### config.mk
export PLATFORM = sky130hd
export DESIGN_NAME = select_encoder_flat
export DESIGN_NICKNAME = d
export VERILOG_FILES = /design/src/rtl/select_encoder_if.sv /design/src/rtl/select_encoder.sv /design/src/flat_wrapper.sv
export SDC_FILE = /design/constraint.sdc
export NUM_CORES = 1
export LEC_CHECK = 0
export ABC_CLOCK_PERIOD_IN_PS = 4300
export CAP_MARGIN = 10
export CORE_UTILIZATION = 35
export CTS_BUF_LIST = sky130_fd_sc_hd__clkbuf_16
export CTS_CLUSTER_SIZE = 12
export DETAILED_ROUTE_END_ITERATION = 8
export GPL_TIMING_DRIVEN = 0
export SLEW_MARGIN = 20
export SYNTH_ARGS = -nofsm -noshare
export SYNTH_HDL_FRONTEND = slang
export SYNTH_SLANG_ARGS = --single-unit
### constraint.sdc
create_clock -name clk -period 4.3 [get_ports clk]
set_input_delay 0.86 -clock clk [delete_from_list [all_inputs] [get_ports clk]]
set_output_delay 0.86 -clock clk [all_outputs]
set_load 0.01 [all_outputs]
### src/rtl/select_encoder_if.sv
// rtl/select_encoder_if.sv - button/code bundle between front panel and select encoder
//
// Purpose: groups the raw keypad lines and the encoder results into one port.
// Signals:
//   btn        2**N  raw asynchronous button lines, 1 = pressed
//   code       N     registered index of the last accepted button
//   valid      1     one-cycle pulse, code updated this cycle
//   multi_err  1     one-cycle pulse, multi-button press rejected
//   busy       1     encoder is debouncing or waiting for release
// Modports:
//   master  encoder side (consumes btn, drives results)
//   slave   panel/consumer side (drives btn, observes results)
interface select_encoder_if #(
  parameter int N = 2
);
  logic [2**N-1:0] btn;
  logic [N-1:0]    code;
  logic            valid;
  logic            multi_err;
  logic            busy;

  modport master (input btn, output code, output valid, output multi_err, output busy);
  modport slave  (output btn, input code, input valid, input multi_err, input busy);
endinterface

### src/rtl/select_encoder.sv
// rtl/select_encoder.sv - debounced one-hot keypad to binary index encoder
//
// Purpose: synchronises and debounces 2**N button lines, emits the index of a
//   single pressed button with a one-cycle valid pulse once per press, and
//   rejects multi-button presses with a one-cycle multi_err pulse.
// Ports:
//   clk    system clock, rising edge
//   rst_n  asynchronous active-low reset
//   bus    select_encoder_if.master (btn in; code/valid/multi_err/busy out)
module select_encoder #(
  parameter int N               = 2,
  parameter int DEBOUNCE_CYCLES = 4
) (
  input  logic                clk,
  input  logic                rst_n,
  select_encoder_if.master    bus
);

  localparam int W  = 2**N;
  localparam int CW = $clog2(DEBOUNCE_CYCLES) + 1;
  localparam logic [CW-1:0] CNT_LAST = CW'(DEBOUNCE_CYCLES - 1);

  typedef enum logic [1:0] {
    IDLE         = 2'd0,
    DEBOUNCE     = 2'd1,
    WAIT_RELEASE = 2'd2
  } state_t;

  logic [W-1:0]  s1, btn_s;
  state_t        state, state_n;
  logic [CW-1:0] cnt, cnt_n;
  logic [W-1:0]  cap, cap_n;
  logic [N-1:0]  code_q, code_n;
  logic          valid_q, valid_n;
  logic          err_q, err_n;
  logic          busy_q;

  logic          cap_one_hot;
  logic [N-1:0]  cap_index;

  // cap & (cap-1) clears the lowest set bit; zero result means at most one bit.
  assign cap_one_hot = (cap != '0) && ((cap & (cap - W'(1))) == '0);

  always_comb begin
    cap_index = '0;
    for (int i = 0; i < W; i++) begin
      if (cap[i]) cap_index = N'(i);
    end
  end

  always_ff @(posedge clk or negedge rst_n) begin
    if (!rst_n) begin
      s1      <= '0;
      btn_s   <= '0;
      state   <= IDLE;
      cnt     <= '0;
      cap     <= '0;
      code_q  <= '0;
      valid_q <= 1'b0;
      err_q   <= 1'b0;
      busy_q  <= 1'b0;
    end else begin
      s1      <= bus.btn;
      btn_s   <= s1;
      state   <= state_n;
      cnt     <= cnt_n;
      cap     <= cap_n;
      code_q  <= code_n;
      valid_q <= valid_n;
      err_q   <= err_n;
      // Registered alongside state so busy tracks the state register exactly.
      busy_q  <= (state_n != IDLE);
    end
  end

  always_comb begin
    state_n = state;
    cnt_n   = cnt;
    cap_n   = cap;
    code_n  = code_q;
    valid_n = 1'b0;
    err_n   = 1'b0;
    case (state)
      IDLE: begin
        if (btn_s != '0) begin
          cap_n   = btn_s;
          cnt_n   = CW'(1);
          state_n = DEBOUNCE;
        end
      end
      DEBOUNCE: begin
        if (btn_s == '0) begin
          cnt_n   = '0;
          state_n = IDLE;
        end else if (btn_s != cap) begin
          // Pattern changed mid-debounce: restart on the new pattern.
          cap_n = btn_s;
          cnt_n = CW'(1);
        end else if (cnt != CNT_LAST) begin
          cnt_n = cnt + CW'(1);
        end else begin
          // Release counting starts from zero on entry to WAIT_RELEASE.
          cnt_n   = '0;
          state_n = WAIT_RELEASE;
          if (cap_one_hot) begin
            code_n  = cap_index;
            valid_n = 1'b1;
          end else begin
            err_n = 1'b1;
          end
        end
      end
      WAIT_RELEASE: begin
        if (btn_s != '0) begin
          cnt_n = '0;
        end else if (cnt == CNT_LAST) begin
          cnt_n   = '0;
          state_n = IDLE;
        end else begin
          cnt_n = cnt + CW'(1);
        end
      end
      default: begin
        state_n = IDLE;
        cnt_n   = '0;
      end
    endcase
  end

  assign bus.code      = code_q;
  assign bus.valid     = valid_q;
  assign bus.multi_err = err_q;
  assign bus.busy      = busy_q;

endmodule
### src/flat_wrapper.sv
// flat-port wrapper written by rule: the top's interface ports become plain ports
module select_encoder_flat 
#(
  parameter int N               = 2,
  parameter int DEBOUNCE_CYCLES = 4
)
  (clk, rst_n, bus_btn, bus_code, bus_valid, bus_multi_err, bus_busy);
  select_encoder_if #(.N(N)) bus_i ();
  input  logic clk;
  input  logic rst_n;
  input wire logic [$bits(bus_i.btn)-1:0] bus_btn;
  output wire logic [$bits(bus_i.code)-1:0] bus_code;
  output wire logic [$bits(bus_i.valid)-1:0] bus_valid;
  output wire logic [$bits(bus_i.multi_err)-1:0] bus_multi_err;
  output wire logic [$bits(bus_i.busy)-1:0] bus_busy;
  assign bus_i.btn = bus_btn;
  assign bus_code = bus_i.code;
  assign bus_valid = bus_i.valid;
  assign bus_multi_err = bus_i.multi_err;
  assign bus_busy = bus_i.busy;
  select_encoder #(.N(N), .DEBOUNCE_CYCLES(DEBOUNCE_CYCLES)) u_core (.clk(clk), .rst_n(rst_n), .bus(bus_i));
endmodule
==> results.toml, run 1 <==
[sta]
worstMarginPinSlew_ns = 0.969
setup_tns_ns = 0
finalCritPeriodShare_pct = 46.1
final-hold-violation-count = 0
drv_slew = 0
slew_headroom_pct = 35.2
setup_violations = 0
fin_crit_ns = 1.98
skew_ns = 0.00187
rsz0062_at_grt = "false"
max_freq_mhz = 504

[power_and_ir_drop]
p_total_uw = 464
vdd_ir_drop_max_mv = 0.240
power_density_nw_per_um2 = 388
p_leak_uw = 0.000506

[cts]
cts_max_path_buffers = 2
clk-insertion-delay-late_ns = 0.26
clock_sinks = 22
cts_root_buf = "clkbuf_16"
post_cts_buffers = 0
cts_tree = "yes"
cts_buffers = 3
htreeDepth = 1
ctsHoldBuffers = 0
cts.repair.resized = 0
clkTransAtPathRegs_ns = 0.06

[worst_setup_path]
crit_buf_inv = 1
required_ns = 3.44
end_kind = "output port"
path_class = "register to output port"
worst_ep_arrival_time_ns = 1.12
crit_chain = "clkdlybuf4s50_1"
startpoint = "u_core.bus.code[1]$_DFFE_PN0P_"
cp_slowest_cell = "clkdlybuf4s50_1"
r2r_start = "u_core.btn_s[1]$_DFF_PN0_"
crit_path_max_fanout = 2
crit_path_start_kind = "register"
r2r_cells = 4
rrSetupSlack_ns = 2.72
cp_top_family = "buffers and inverters"
cp.depth = 1
slowest_delay_ns = 0.53

[synthesis]
yosysUniqueCellTypes = 34
ys_async_sr_fraction_pct = 100
synth_top_area_share_pct = 56.3
yosysSeqAreaShare_pct = 56.3
synth-edff-count = 0
syn-num-nets = 83
yosysMostFrequentCell = "dfrtp_1"
ys.flop_type = "dfrtp_1"
yosys.area.top_type = "dfrtp_1"
syn_avg_cell_area_um2 = 12.9
ys_warn_count = 0
ys_seq_elements = 22
yosys-top-cells-area = "dfrtp_1, mux2_2, xor2_1, nor4_4, mux2i_1"
postSynthCellCount = 76
syn_area_um2 = 978
yosys-top-cells-count = "dfrtp_1, inv_1, xor2_1"

[hold_path]
hp-start = "u_core.s1[2]$_DFF_PN0_"
hold_class = "register to register"
hold_depth = 0

[global_route]
grt_pass1_vias = 639
antenna_found_initial = 0
grt.overflow.total = 0
grt.total_usage_pct = 14.2
grt_max_degree = 23
grt_first_pass_wirelength_mm = 2.82

[routing]
antenna_left = 0
drc = 0
first_iter_violations = 3
first_pass_iters = 3
routed_via_density = 5.07
drt-wirelength-per-cell_um = 13.4
finalWirelength_mm = 1.60
vias = 608

[placement]
postPlaceCellArea_um2 = 1120
gp_congestion = 0.709
io_buffers = 10
place_inst = 116
dp_hpwl_mm = 1.10

[floorplan]
die_area_um2 = 3010
io-pin-count = 11
die_w_um = 54.9
rows = 18
core_area_um2 = 2570
initial_core_util_pct = 38.1
die_h_um = 54.9

[cells_and_area]
n_fill_cell = 263
final_cell_area_um2 = 1190
stdcell_count = 120
drive_above_1_share_pct = 18.9
final_core_util_pct = 46.5
diodes = 0
syn2layout_area_growth_pct = 22.1
layout.nets = 98

[job]
cap_violations = 0

[outcome]
status = "complete, no violations"
==> sequential cells by signal (all words and copies together), names as in the netlist <==
name	flops
u_core.bus.multi_err	1
u_core.bus.code	2
u_core.s1	4
u_core.cap	4
u_core.btn_s	4
u_core.state	2
u_core.bus.valid	1
u_core.cnt	3
u_core.bus.busy	1
==> logic make-up (layout without fill, tap and decap cells) <==
group / Yosys count / after routing / synth area share (%)
compound gates: 11 / 11 / 9.21
flops: 22 / 22 / 56.3
xor+xnor: 5 / 5 / 4.48
buf+inv: 7 / 21 / 3.58
fa+ha+maj: 1 / 1 / 1.28
simple gates: 24 / 24 / 18.5
mux: 6 / 6 / 6.65
==> stage by stage <==
stage | hold slack (ns) | setup WS, ns
after floorplan | 0.331 | 2.84
after global placement | 0.331 | 2.26
after global routing | 0.359 | 2.26
after CTS | 0.348 | 2.30
final | 0.347 | 2.32
after detailed placement | 0.335 | 2.21
==> worst paths after layout <==
| path | to |
|---|---|
| hold / removal | u_core.btn_s[2]$_DFF_PN0_ |
| max in group asynchronous | u_core.cnt[1]$_DFFE_PN0P_ |
| hold reg to reg | u_core.btn_s[2]$_DFF_PN0_ |
| setup reg to reg | u_core.cnt[0]$_DFFE_PN0P_ |
| setup / recovery | bus_code[1] |
| min in group asynchronous | u_core.bus.code[0]$_DFFE_PN0P_ |
==> final cells by class <==
type                    instances  area (um^2)  share of cell area (%)
repair buffers                 10          100                    8.38
flip-flops and latches         22          551                    46.1
well taps                      30         37.5                    3.14
clock buffers                   3         75.1                    6.28
inverters                       5         18.8                    1.57
multi-input cells              47          393                    32.9
plain buffers                   2         16.3                    1.36
clock inverters                 1         3.75                   0.314
==> routing by layer <==
metal | global-route usage (%) | up-vias | part of all wire, %
li1 | - | 296 | -
met1 | 16.8 | 293 | 46
met2 | 21.5 | 14 | 46
met3 | 4.17 | 5 | 4.3
met4 | 10.3 | 0 | 3.5
met5 | 0 | - | 0
==> report_power, final <==
part	internal (uW)	switching [uW]	leakage (uW)	total, uW
clock	124	73.7	0.0000385	198
combinational	19.9	19.5	0.000203	39.4
sequential	216	9.90	0.000265	226
==> placed cells by master, fill, tap and decap left out <==
| master | synthesis | routed |
|---|---|---|
| mux2i_1 | 2 | 2 |
| nand3_1 | 1 | 1 |
| ha_1 | 1 | 1 |
| clkdlybuf4s50_1 | 0 | 10 |
| dfrtp_1 | 22 | 22 |
| buf_6 | 1 | 1 |
| o21ai_0 | 1 | 1 |
| o31ai_1 | 1 | 1 |
| a221oi_1 | 1 | 1 |
| a32o_1 | 1 | 1 |
| a21oi_2 | 1 | 1 |
| and3_1 | 2 | 2 |
| nor4b_1 | 1 | 1 |
| nand2_1 | 4 | 4 |
| o21a_1 | 1 | 1 |
| clkbuf_2 | 1 | 1 |
| clkinv_1 | 0 | 1 |
| o211ai_1 | 1 | 1 |
| a22oi_1 | 1 | 1 |
| nand4bb_2 | 1 | 1 |
| nor4_4 | 2 | 2 |
| nor2b_1 | 2 | 2 |
| or4_4 | 1 | 1 |
| nor3_1 | 1 | 1 |
| nor2_2 | 1 | 1 |
| a31oi_1 | 1 | 1 |
| and2b_1 | 1 | 1 |
| nor2_1 | 4 | 4 |
| o32ai_2 | 1 | 1 |
| clkbuf_16 | 0 | 3 |
| xor2_1 | 5 | 5 |
| nand4_1 | 1 | 1 |
| nor2_4 | 1 | 1 |
| nand2b_1 | 1 | 1 |
| a21oi_1 | 1 | 1 |
| inv_1 | 5 | 5 |
| mux2_2 | 4 | 4 |
Power figures use the tool's default switching activity.
==> inputs of run 2 (changes only) <==
Settings changed: ABC_CLOCK_PERIOD_IN_PS 4300 to 1900.
Clock period 4.3 ns to 1.9 ns, I/O delays scaled along.
==> results of run 2 <==
The final DEF is identical to that of run 1. Status: complete, no violations.
Among the figures that moved: setup slack after placement 2.21 ns -> 0.295 ns; setup slack after layout 2.32 ns -> 0.320 ns; start point of the critical path u_core.bus.code[1]$_DFFE_PN0P_ -> u_core.btn_s[1]$_DFF_PN0_; end point of the critical path bus_code[1] -> u_core.cnt[0]$_DFFE_PN0P_; register-to-register setup slack 2.72 ns -> 0.32 ns; total power 464 uW -> 1050 uW; worst IR drop on VDD 0.240 mV -> 0.543 mV
